`src/rtl/reg_file_2r1w_if.sv`:
```
// Bus bundle for reg_file_2r1w: one write port, two read ports, clear control and status.
interface reg_file_2r1w_if #(
  parameter int unsigned WIDTH = 8,
  parameter int unsigned DEPTH = 8
);
  localparam int unsigned AW = $clog2(DEPTH);

  logic             wen;
  logic [AW-1:0]    waddr;
  logic [WIDTH-1:0] din;
  logic             oen_a;
  logic [AW-1:0]    raddr_a;
  logic [WIDTH-1:0] dout_a;
  logic             dval_a;
  logic             oen_b;
  logic [AW-1:0]    raddr_b;
  logic [WIDTH-1:0] dout_b;
  logic             dval_b;
  logic             clr;
  logic             busy;
  logic             werr;

  modport master (
    output wen, waddr, din, oen_a, raddr_a, oen_b, raddr_b, clr,
    input  dout_a, dval_a, dout_b, dval_b, busy, werr
  );

  modport slave (
    input  wen, waddr, din, oen_a, raddr_a, oen_b, raddr_b, clr,
    output dout_a, dval_a, dout_b, dval_b, busy, werr
  );
endinterface

```
`src/rtl/reg_file_2r1w.sv`:
```
// Parametrised register file with one synchronous write port, two registered read ports,
// optional write-to-read bypass and a background clear sequencer.
module reg_file_2r1w #(
  parameter int unsigned WIDTH  = 8,
  parameter int unsigned DEPTH  = 8,
  parameter bit          BYPASS = 1'b1
) (
  input logic            CLK,
  input logic            RST_N,
  reg_file_2r1w_if.slave bus
);
  localparam int unsigned   AW       = $clog2(DEPTH);
  localparam logic [AW:0]   DepthExt = (AW + 1)'(DEPTH);
  localparam logic [AW-1:0] LastIdx  = AW'(DEPTH - 1);

  typedef enum logic [0:0] {StIdle, StClear} state_e;

  state_e           state_q, state_d;
  logic [AW-1:0]    idx_q, idx_d;
  logic [WIDTH-1:0] regs_q [DEPTH];
  logic [DEPTH-1:0] written_q;
  logic [WIDTH-1:0] dout_a_q, dout_a_d, dout_b_q, dout_b_d;
  logic             dval_a_q, dval_a_d, dval_b_q, dval_b_d;
  logic             werr_q, werr_d;
  logic             wr_ok;
  logic             waddr_ok, raddr_a_ok, raddr_b_ok;

  always_comb begin
    waddr_ok   = {1'b0, bus.waddr} < DepthExt;
    raddr_a_ok = {1'b0, bus.raddr_a} < DepthExt;
    raddr_b_ok = {1'b0, bus.raddr_b} < DepthExt;
    // A clear request in the same cycle wins over the write.
    wr_ok      = bus.wen && waddr_ok && (state_q == StIdle) && !bus.clr;
    werr_d     = bus.wen && !wr_ok;
  end

  always_comb begin
    state_d = state_q;
    idx_d   = idx_q;
    unique case (state_q)
      StIdle: begin
        if (bus.clr) begin
          state_d = StClear;
          idx_d   = '0;
        end
      end
      StClear: begin
        if (idx_q == LastIdx) begin
          state_d = StIdle;
          idx_d   = '0;
        end else begin
          idx_d = idx_q + 1'b1;
        end
      end
      default: state_d = StIdle;
    endcase
  end

  always_comb begin
    dout_a_d = dout_a_q;
    dval_a_d = dval_a_q;
    if (bus.oen_a) begin
      if (!raddr_a_ok) begin
        dout_a_d = '0;
        dval_a_d = 1'b0;
      end else if (BYPASS && wr_ok && (bus.waddr == bus.raddr_a)) begin
        dout_a_d = bus.din;
        dval_a_d = 1'b1;
      end else begin
        dout_a_d = regs_q[bus.raddr_a];
        dval_a_d = written_q[bus.raddr_a];
      end
    end
  end

  always_comb begin
    dout_b_d = dout_b_q;
    dval_b_d = dval_b_q;
    if (bus.oen_b) begin
      if (!raddr_b_ok) begin
        dout_b_d = '0;
        dval_b_d = 1'b0;
      end else if (BYPASS && wr_ok && (bus.waddr == bus.raddr_b)) begin
        dout_b_d = bus.din;
        dval_b_d = 1'b1;
      end else begin
        dout_b_d = regs_q[bus.raddr_b];
        dval_b_d = written_q[bus.raddr_b];
      end
    end
  end

  always_ff @(posedge CLK) begin
    if (!RST_N) begin
      state_q   <= StIdle;
      idx_q     <= '0;
      regs_q    <= '{default: '0};
      written_q <= '0;
      dout_a_q  <= '0;
      dval_a_q  <= 1'b0;
      dout_b_q  <= '0;
      dval_b_q  <= 1'b0;
      werr_q    <= 1'b0;
    end else begin
      state_q  <= state_d;
      idx_q    <= idx_d;
      dout_a_q <= dout_a_d;
      dval_a_q <= dval_a_d;
      dout_b_q <= dout_b_d;
      dval_b_q <= dval_b_d;
      werr_q   <= werr_d;
      if (wr_ok) begin
        regs_q[bus.waddr]    <= bus.din;
        written_q[bus.waddr] <= 1'b1;
      end
      // Writes are never accepted while clearing, so the two updates cannot collide.
      if (state_q == StClear) begin
        regs_q[idx_q]    <= '0;
        written_q[idx_q] <= 1'b0;
      end
    end
  end

  assign bus.dout_a = dout_a_q;
  assign bus.dval_a = dval_a_q;
  assign bus.dout_b = dout_b_q;
  assign bus.dval_b = dval_b_q;
  assign bus.busy   = (state_q == StClear);
  assign bus.werr   = werr_q;
endmodule

```
`src/flat_wrapper.sv`:
```
// flat-port wrapper written by rule: the top's interface ports become plain ports
module reg_file_2r1w_flat 
#(
  parameter int unsigned WIDTH  = 8,
  parameter int unsigned DEPTH  = 8,
  parameter bit          BYPASS = 1'b1
)
  (CLK, RST_N, bus_wen, bus_waddr, bus_din, bus_oen_a, bus_raddr_a, bus_oen_b, bus_raddr_b, bus_clr, bus_dout_a, bus_dval_a, bus_dout_b, bus_dval_b, bus_busy, bus_werr);
  reg_file_2r1w_if #(.WIDTH(WIDTH), .DEPTH(DEPTH)) bus_i ();
  input logic CLK;
  input logic RST_N;
  input wire logic [$bits(bus_i.wen)-1:0] bus_wen;
  input wire logic [$bits(bus_i.waddr)-1:0] bus_waddr;
  input wire logic [$bits(bus_i.din)-1:0] bus_din;
  input wire logic [$bits(bus_i.oen_a)-1:0] bus_oen_a;
  input wire logic [$bits(bus_i.raddr_a)-1:0] bus_raddr_a;
  input wire logic [$bits(bus_i.oen_b)-1:0] bus_oen_b;
  input wire logic [$bits(bus_i.raddr_b)-1:0] bus_raddr_b;
  input wire logic [$bits(bus_i.clr)-1:0] bus_clr;
  output wire logic [$bits(bus_i.dout_a)-1:0] bus_dout_a;
  output wire logic [$bits(bus_i.dval_a)-1:0] bus_dval_a;
  output wire logic [$bits(bus_i.dout_b)-1:0] bus_dout_b;
  output wire logic [$bits(bus_i.dval_b)-1:0] bus_dval_b;
  output wire logic [$bits(bus_i.busy)-1:0] bus_busy;
  output wire logic [$bits(bus_i.werr)-1:0] bus_werr;
  assign bus_i.wen = bus_wen;
  assign bus_i.waddr = bus_waddr;
  assign bus_i.din = bus_din;
  assign bus_i.oen_a = bus_oen_a;
  assign bus_i.raddr_a = bus_raddr_a;
  assign bus_i.oen_b = bus_oen_b;
  assign bus_i.raddr_b = bus_raddr_b;
  assign bus_i.clr = bus_clr;
  assign bus_dout_a = bus_i.dout_a;
  assign bus_dval_a = bus_i.dval_a;
  assign bus_dout_b = bus_i.dout_b;
  assign bus_dval_b = bus_i.dval_b;
  assign bus_busy = bus_i.busy;
  assign bus_werr = bus_i.werr;
  reg_file_2r1w #(.WIDTH(WIDTH), .DEPTH(DEPTH), .BYPASS(BYPASS)) u_core (.CLK(CLK), .RST_N(RST_N), .bus(bus_i));
endmodule
```
`config.mk`:
```
export PLATFORM = sky130hd
export DESIGN_NAME = reg_file_2r1w_flat
export DESIGN_NICKNAME = d
export VERILOG_FILES = /design/src/rtl/reg_file_2r1w_if.sv /design/src/rtl/reg_file_2r1w.sv /design/src/flat_wrapper.sv
export SDC_FILE = /design/constraint.sdc
export NUM_CORES = 1
export LEC_CHECK = 0
export CAP_MARGIN = 20
export CORE_ASPECT_RATIO = 0.9
export CORE_MARGIN = 10
export CORE_UTILIZATION = 58
export DETAILED_ROUTE_END_ITERATION = 7
export PLACE_DENSITY = 0.77
export SKIP_LAST_GASP = 1
export SLEW_MARGIN = 20
export SYNTH_ARGS = -nofsm -noshare
export SYNTH_HDL_FRONTEND = slang
export SYNTH_SLANG_ARGS = --single-unit
```
`constraint.sdc`:
```
create_clock -name CLK -period 2 [get_ports CLK]
set_input_delay 0.3 -clock CLK [delete_from_list [all_inputs] [get_ports CLK]]
set_output_delay 0.3 -clock CLK [all_outputs]
set_load 0.02 [all_outputs]
```
Yosys cells after proc, flatten, opt, wreduce, memory -nomap -nowiden. Index checks and enable logic that the tools add are counted.

$add $sub $neg: 1. $lt $le $gt $ge: 12. Eq/ne operators: 4. Muxes and demuxes: 35. Bitwise logic cells: 10. Reduce and logical (&&, ||, !) cells: 11.

Operators with widths (count): $mux 64 (3); $mux 8 (11); $and 64x64->64 (1); $bwmux 64 (1); $not 64->64 (1); $bmux 8 s3 (2); $demux 8 s3 (2); $ge 4x4->1 const B (4); $lt 3x4->1 const B (4); $not 3->4 (4); $logic_and 1x1->1 (9); $and 8x8->8 (1); $lt 4x1->1 const B (2); $mux 1 (8); $not 8->8 (1); $or 8x8->8 (1); $bmux 1 s3 (2); $demux 1 s3 (2); $eq 3x3->1 (2); $ge 3x1->1 const B (2); $mux 3 (2); $pmux 3 s2 (1); $add 3x1->3 const B (1); $eq 3x3->1 const B (1); other kinds (4) (5).

Register bits after elaboration: 95. Input bits: 23. Output and inout bits: 20. Logic and storage cells: 89.

Longest topological paths before layout. Gate-level depths: netlist (run 1).

Depth after elaboration: 10. Depth in mapped cells: 7. Gate-level depth less buffers: 5.

Least setup slack after synthesis (run 1). No wires, ideal clock.

Kind: register to register. Start: register u_core.state_q (netlist: u_core.bus.busy). End: register u_core.written_q[0]. Setup time: 137 ps. Arrival: 1359 ps. Data required time: 1863 ps. Path slack: 504 ps. Stages on the path, launching flop included: 5. Buffers on the path: 1. Clock period less this slack: 1496 ps. Cells stage by stage: dfxtp_1 buf_2 nand2_1 o31ai_2 nor2_1.

Word-level cells in the longest chain between the ends: 7.

RTL lines: start: declaration (RTL line reg_file_2r1w.sv:18) `state_e state_q, state_d;`; start signal: assignment (RTL line reg_file_2r1w.sv:95) `state_q <= StIdle;`; start signal: assignment (RTL line reg_file_2r1w.sv:105) `state_q <= state_d;`; $not 1->1 (RTL line reg_file_2r1w.sv:33) `wr_ok = bus.wen && waddr_ok && (state_q == StIdle) && !bus.clr;`; $logic_and 1x1->1 (2 in a row) (RTL line reg_file_2r1w.sv:33); $mux 8 (RTL line reg_file_2r1w.sv:112) `if (wr_ok) begin`; $mux 8 (RTL line reg_file_2r1w.sv:94) `if (!RST_N) begin`; $and 8x8->8 (no source line); $mux 8 * (RTL line reg_file_2r1w.sv:117) `if (state_q == StClear) begin`; end signal: assignment (RTL line reg_file_2r1w.sv:98) `written_q <= '0;`; end signal: indexed assignment (RTL line reg_file_2r1w.sv:114) `written_q[bus.waddr] <= 1'b1;`; end signal: indexed assignment (RTL line reg_file_2r1w.sv:119) `written_q[idx_q] <= 1'b0;`; end: declaration (RTL line reg_file_2r1w.sv:21) `logic [DEPTH-1:0] written_q;`.

Every way passes the cells marked *; elsewhere a longest branch is shown, timed or not. The select of a mux whose other input is x is not followed. A chain may end at the register's enable or synchronous reset.

Final worst setup path (run 1).
Start: register u_core.state_q (netlist: u_core.bus.busy). End: output port bus_busy.

RTL lines: end: declaration (RTL line flat_wrapper.sv:24) `output wire logic [$bits(bus_i.busy)-1:0] bus_busy;`.

No word-level cell between the ends.

==> out/metrics.cfg, run 1 <==
[synthesis]
synth_area_per_cell_um2=9.92
synth_xor_area_share_pct=1.08
yosysSeqAreaShare_pct=39.1
synth_nets=515
netlist_instances=490
synth.distinct_cells=36
synth_compound_area_share_pct=9.94
yosys.area.top_type=dfxtp_1
yosys_warnings=0
netlist_area_um2=4860
synth_top_family_by_area=multiplexers
ys_ff_latch=95
synthMuxAreaShare_pct=27.8
synthAdderAreaFrac_pct=0.515
synthTopCellsByArea=dfxtp_1 39%, mux2i_1 13%, mux4_2 9.7%
yosys.area_share.simple_pct=16.5
synth_top_area_share_pct=39.1

[pwr]
p_switching_mw=0.999
p_int_mw=2.89
p_per_area_nw_per_um2=676
power.share.combinational_pct=12.5
pwr-share-seq_pct=50.2
p_clk_share_pct=37.3
sw_frac_of_total_pct=25.7
ir_drop_uv=453
cellLeakagePower_nw=2.23

[finish]
nNetsFinal=558
layout_commonest_cell=dfxtp_1
antenna_cells=0
area_delta_synth_final_pct=18.4
drive_gt1_share_pct=14.0
layout_common_cells=95 x dfxtp_1, 63 x mux2i_1, 52 x nor2_1
fin_util_pct=71.0
fin_area_um2=5750

[sta]
finClkSkew_ns=0.00971
fin_crit_ns=1.89
drv_slew=0
slew_headroom_pct=31.8
setup_viol=0
rsz0062_at_grt=false
period_share_pct=94.4
fmax_mhz=530
hold_viol=0
worst_pin_slew_ns=1.02

[clocking]
path_clk_slew_ns=0.10
cts_setup_buffers=0
cts_tree=built
htreeDepth=3
clockRootBuffer=clkbuf_8
cts_max_path_buffers=2
clock-sinks=95
cts_resized=0
ctsHoldBuffers=0
cts_made_buffers=9
clk_latency_ns=0.37

[worst_setup_path]
critical_path_required_ns=1.70
crit_family=buffers and inverters
crit_fanout=6
arrival_ns=1.59
worstSetupEndpointType=output pin
path_cells=clkdlybuf4s50_1
cp-start-kind=flip-flop
crit_path_top_delay_cell=clkdlybuf4s50_1
path_class=flip-flop to output pin
cp_num_buf_inv=1
slowest_delay_ns=0.68

[routing]
drtAntennaViolNets=0
drc=0
vias=4003
drt-pass1-iter-count=6
first_iter_violations=387
wire_per_inst_um=20.7
routed_wl_um=13100
avgViaCountPerCell=6.29

[die]
io_pins=43
die_h_um=107
die_area_um2=12400
rows=31
die_w_um=116
core_area_um2=8110
start_util_pct=59.9

[grt]
grt_pass1_wl_um=20800
overflow=0
antenna_found_initial=0
grt_max_degree=43
grt_usage_pct=21.5
first_global_vias=3823

[flow_run]
drv_cap=0

[placed_design]
gp_congestion=0.910
dpl.hpwl_um=9800
portBuffers=42
placed_area_um2=5530

[status]
status=completed

[worst_hold_path]
hp-class=flip-flop to flip-flop

[cells in the mapped netlist (all sizes together)]
cell type   n
nand3      43
o221ai      8
inv         6
nor2       52
buf        23
a21oi      33
mux2i      63
clkbuf     20
nand2      36
ha          2
mux2        1
dfxtp      95
nor4b       1
nand3b     11
o31ai       2
nand2b      5
o32ai       1
nor3b       4
a31oi       6
and3        1
o21ai      20
mux4       30
nor2b       6
xnor2       6
nand4       2
a22oi       6
and2        1
and4        2
o21a        3
a311oi      1
[routing by layer]
layer | part of all wire (%) | global-route usage (%)
met3 | 11 | 5.52
met2 | 42 | 31.1
met5 | 0 | 0
met4 | 1.2 | 5.98
met1 | 45 | 30.8
[kinds of logic (layout without fill, tap and decap cells)]
| family | after synthesis | in the layout |
|---|---|---|
| AO/OA/AOI/OAI | 80 | 80 |
| XOR/XNOR | 6 | 6 |
| adder cells (fa/ha/maj) | 2 | 2 |
| buffers and inverters | 49 | 96 |
| flip-flops | 95 | 95 |
| multiplexers | 94 | 94 |
| AND/OR/NAND/NOR | 164 | 164 |
[final cells by class]
class	count	area, um^2
multi-input combinational	346	2720
fill	600	2350
sequential	95	1900
timing repair buffer	75	756
clock buffer	10	138
tap	99	124
clock inverter	5	88.8
inverter	6	22.5
[per-stage QoR]
step                TNS [ns]  total power, mW  worst slack [ns]  cells  hold WS, ns
global route               0             4.01            0.0296    636        0.520
CTS                        0             3.90            0.0973    636        0.480
finish                     0             3.89             0.112    636        0.488
floorplan                  0             2.27             0.504    490        0.412
detailed placement    -0.296             2.47           -0.0803    621        0.467
global placement      -0.123             2.46           -0.0304    621        0.453
[sequential cells by signal, indices dropped and copies added (netlist names)]
register and count:
u_core.regs_q 64, u_core.bus.dval_a 1, u_core.bus.werr 1, u_core.bus.dout_a 8, u_core.written_q 8, u_core.bus.dout_b 8
u_core.bus.dval_b 1, u_core.bus.busy 1, u_core.idx_q 3
[power by group through the flow]
stage / clock (mW) / combinational [mW] / sequential (mW)
final: 1.45 / 0.484 / 1.95
after global routing: 1.54 / 0.516 / 1.96
after CTS: 1.47 / 0.481 / 1.95
after detailed placement: 0 / 0.478 / 1.99
after global placement: 0 / 0.468 / 1.99
after floorplan: 0 / 0.270 / 2.00
[worst min-delay path, cell delays in order (launching register included)]
cell and delay (ns):
dfxtp_1 0.34, inv_1 0.06, a21oi_1 0.05
[worst paths after layout]
path | slack (ns) | from | to | cells past startpoint
min reg2reg | 0.49 | u_core.written_q[1]$_SDFF_PN0_ | u_core.written_q[1]$_SDFF_PN0_ | 2
min | 0.49 | u_core.written_q[1]$_SDFF_PN0_ | u_core.written_q[1]$_SDFF_PN0_ | 2
max | 0.11 | u_core.bus.busy$_SDFF_PN0_ | bus_busy | 1
max reg2reg | 0.12 | u_core.bus.busy$_SDFF_PN0_ | u_core.regs_q[39]$_SDFF_PN0_ | 3
(Power assumes the default switching activity.)
==> run 2: changes to the inputs <==
--- a/config.mk
+++ b/config.mk
@@ -8,9 +8,9 @@
 export CAP_MARGIN = 20
 export CORE_ASPECT_RATIO = 0.9
 export CORE_MARGIN = 10
-export CORE_UTILIZATION = 58
+export CORE_UTILIZATION = 62
 export DETAILED_ROUTE_END_ITERATION = 7
-export PLACE_DENSITY = 0.77
+export PLACE_DENSITY = 0.82
 export SKIP_LAST_GASP = 1
 export SLEW_MARGIN = 20
 export SYNTH_ARGS = -nofsm -noshare
==> constraint.sdc (replaced) <==
create_clock -name CLK -period 2.4 [get_ports CLK]
set_input_delay 0.36 -clock CLK [delete_from_list [all_inputs] [get_ports CLK]]
set_output_delay 0.36 -clock CLK [all_outputs]
set_load 0.02 [all_outputs]
==> run 2 against run 1 <==
- global-route usage is 0.52 points higher
- via count increased by 3.0%
- register-to-register slack improved by 0.20 ns
- critical endpoint unchanged
==> out/metrics.cfg, run 2 (synthesized netlist as in run 1, its figures left out) <==
[worst_setup_path]
cp-start-kind=flip-flop
path_cells=clkdlybuf4s50_1
worstSetupEndpointType=output pin
slowest_delay_ns=0.71  ; +0.03 ns
cp_num_buf_inv=1  ; unchanged
r2r_end=u_core.regs_q[11]$_SDFF_PN0_
r2r_cells=3  ; unchanged
reg2reg_slack_ns=0.32  ; +0.20 ns
critical_path_required_ns=2.04  ; +0.34 ns
crit_family=buffers and inverters
crit_fanout=13  ; +7
reg2reg_from=u_core.bus.busy$_SDFF_PN0_
crit_path_top_delay_cell=clkdlybuf4s50_1
path_class=flip-flop to output pin
arrival_ns=1.74  ; +0.15 ns

[worst_hold_path]
hp-class=flip-flop to flip-flop
whs_endpoint=u_core.regs_q[63]$_SDFF_PN0_
worst_hold_startpoint=u_core.regs_q[63]$_SDFF_PN0_
holdPathStages=2  ; unchanged

[sta]
layout_setup_ws_ns=0.296  ; +0.184 ns
fmax_mhz=475
worst_pin_slew_ns=1.06  ; +0.0407 ns
finClkSkew_ns=0.0118  ; +0.00208 ns
period_share_pct=87.7
hold_slack_ns=0.479  ; -0.00973 ns
rsz0062_at_grt=false
fin_crit_ns=2.10
setup_viol=0  ; unchanged
slew_headroom_pct=29.1  ; -2.7 points
hold_viol=0  ; unchanged
tns_ns=0  ; unchanged
drv_slew=0  ; unchanged

[clocking]
cts_made_buffers=9  ; unchanged
clock-sinks=95  ; unchanged
clk_latency_ns=0.36  ; about the same
clockRootBuffer=clkbuf_8
htreeDepth=3  ; unchanged
cts_resized=0  ; unchanged
cts_setup_buffers=0  ; unchanged
cts_tree=built
ctsHoldBuffers=0  ; unchanged
path_clk_slew_ns=0.10  ; about the same
cts_max_path_buffers=2  ; unchanged

[routing]
drtAntennaViolNets=0  ; unchanged
drt-pass1-iter-count=6  ; unchanged
avgViaCountPerCell=6.60  ; +4.8%
wire_per_inst_um=21.1  ; +2.1%
drc=0  ; unchanged
routed_wl_um=13200  ; +0.34%
first_iter_violations=432  ; +12%
vias=4123  ; +3.0%

[grt]
first_global_vias=4000  ; +4.6%
overflow=0  ; unchanged
antenna_found_initial=0  ; unchanged
grt_usage_pct=22.0  ; +0.52 points
grt_pass1_wl_um=21200  ; +1.9%
grt_max_degree=31  ; -28%

[pwr]
p_int_mw=2.25  ; -22%
p_clk_share_pct=34.3  ; -3.0 points
sw_frac_of_total_pct=26.6  ; +0.90 points
pwr-share-seq_pct=53.0  ; +2.8 points
ir_drop_uv=499  ; +10%
power.share.combinational_pct=12.7  ; +0.2 points
p_per_area_nw_per_um2=548  ; -19%
p_switching_mw=0.817  ; -18%
total_power_mw=3.07  ; -21%
cellLeakagePower_nw=2.15  ; -3.6%

[die]
io_pins=43  ; unchanged
die_h_um=104  ; -2.7%
die_area_um2=11800  ; -5.3%
die_w_um=113  ; -2.7%
start_util_pct=64.1  ; +4.1 points
core_area_um2=7580  ; -6.5%
rows=30  ; -3.2%

[finish]
layout_common_cells=95 x dfxtp_1, 63 x mux2i_1, 52 x nor2_1
fin_area_um2=5610  ; -2.5%
antenna_cells=0  ; unchanged
layout_commonest_cell=dfxtp_1
n_fill_cell=566  ; -5.7%
fin_util_pct=74.0  ; +3.0 points
area_delta_synth_final_pct=15.4
fin_cells=625  ; -1.7%
drive_gt1_share_pct=12.3  ; -1.7 points
largest_reg_flops=64  ; unchanged
nNetsFinal=549  ; -1.6%
top_register=u_core.regs_q

[placed_design]
place_ws_ns=0.160  ; +0.240 ns
dpl.hpwl_um=9670  ; -1.4%
portBuffers=42  ; unchanged
gp_congestion=0.889  ; -2.4%
placed_area_um2=5420  ; -2.0%
dp.cells=609  ; -1.9%

[status]
status=completed

[flow_run]
drv_cap=0  ; unchanged

==> run 2: layout make-up <==
| class | instances | area (um^2) | area share (%) |
|---|---|---|---|
| multi-input combinational | 346 | 2720 | 48.5 |
| sequential | 95 | 1900 | 33.9 |
| timing repair buffer | 66 | 651 | 11.6 |
| clock buffer | 11 | 131 | 2.34 |
| tap | 96 | 120 | 2.14 |
| clock inverter | 5 | 58.8 | 1.05 |
| inverter | 6 | 22.5 | 0.402 |
==> run 2: worst max path at each step <==
stage / startpoint / end / slack [ns] / cells after the start
after detailed placement: bus_clr / u_core.regs_q[7]$_SDFF_PN0_ / 0.16 / 7
final: u_core.bus.busy$_SDFF_PN0_ / bus_busy / 0.30 / 1
after global placement: bus_raddr_a[0] / u_core.bus.dout_a[5]$_SDFFE_PN0P_ / 0.21 / 6
after global routing: u_core.bus.busy$_SDFF_PN0_ / u_core.regs_q[11]$_SDFF_PN0_ / 0.22 / 3
after CTS: u_core.bus.busy$_SDFF_PN0_ / bus_busy / 0.30 / 1
after floorplan: bus_raddr_a[1] / u_core.bus.dout_a[5]$_SDFFE_PN0P_ / 0.85 / 6
==> run 2: metal layers <==
layer	wire [um]	vias up	global-route usage [%]	part of all wire [%]
met1	5400	1998	28.5	41
met2	6060	256	33.7	46
met5	0	-	0	0
li1	-	1859	-	-
met3	1640	10	8.59	12
met4	80	0	4.80	0.61
==> run 2: power groups by stage <==
stage          registers, mW  clock network, mW  logic [mW]
2_1_floorplan           1.67                  0       0.225
4_1_cts                 1.63               1.05       0.385
6_report                1.63               1.05       0.389
3_5_place_dp            1.66                  0       0.383
5_1_grt                 1.63               1.11       0.415
3_3_place_gp            1.66                  0       0.375
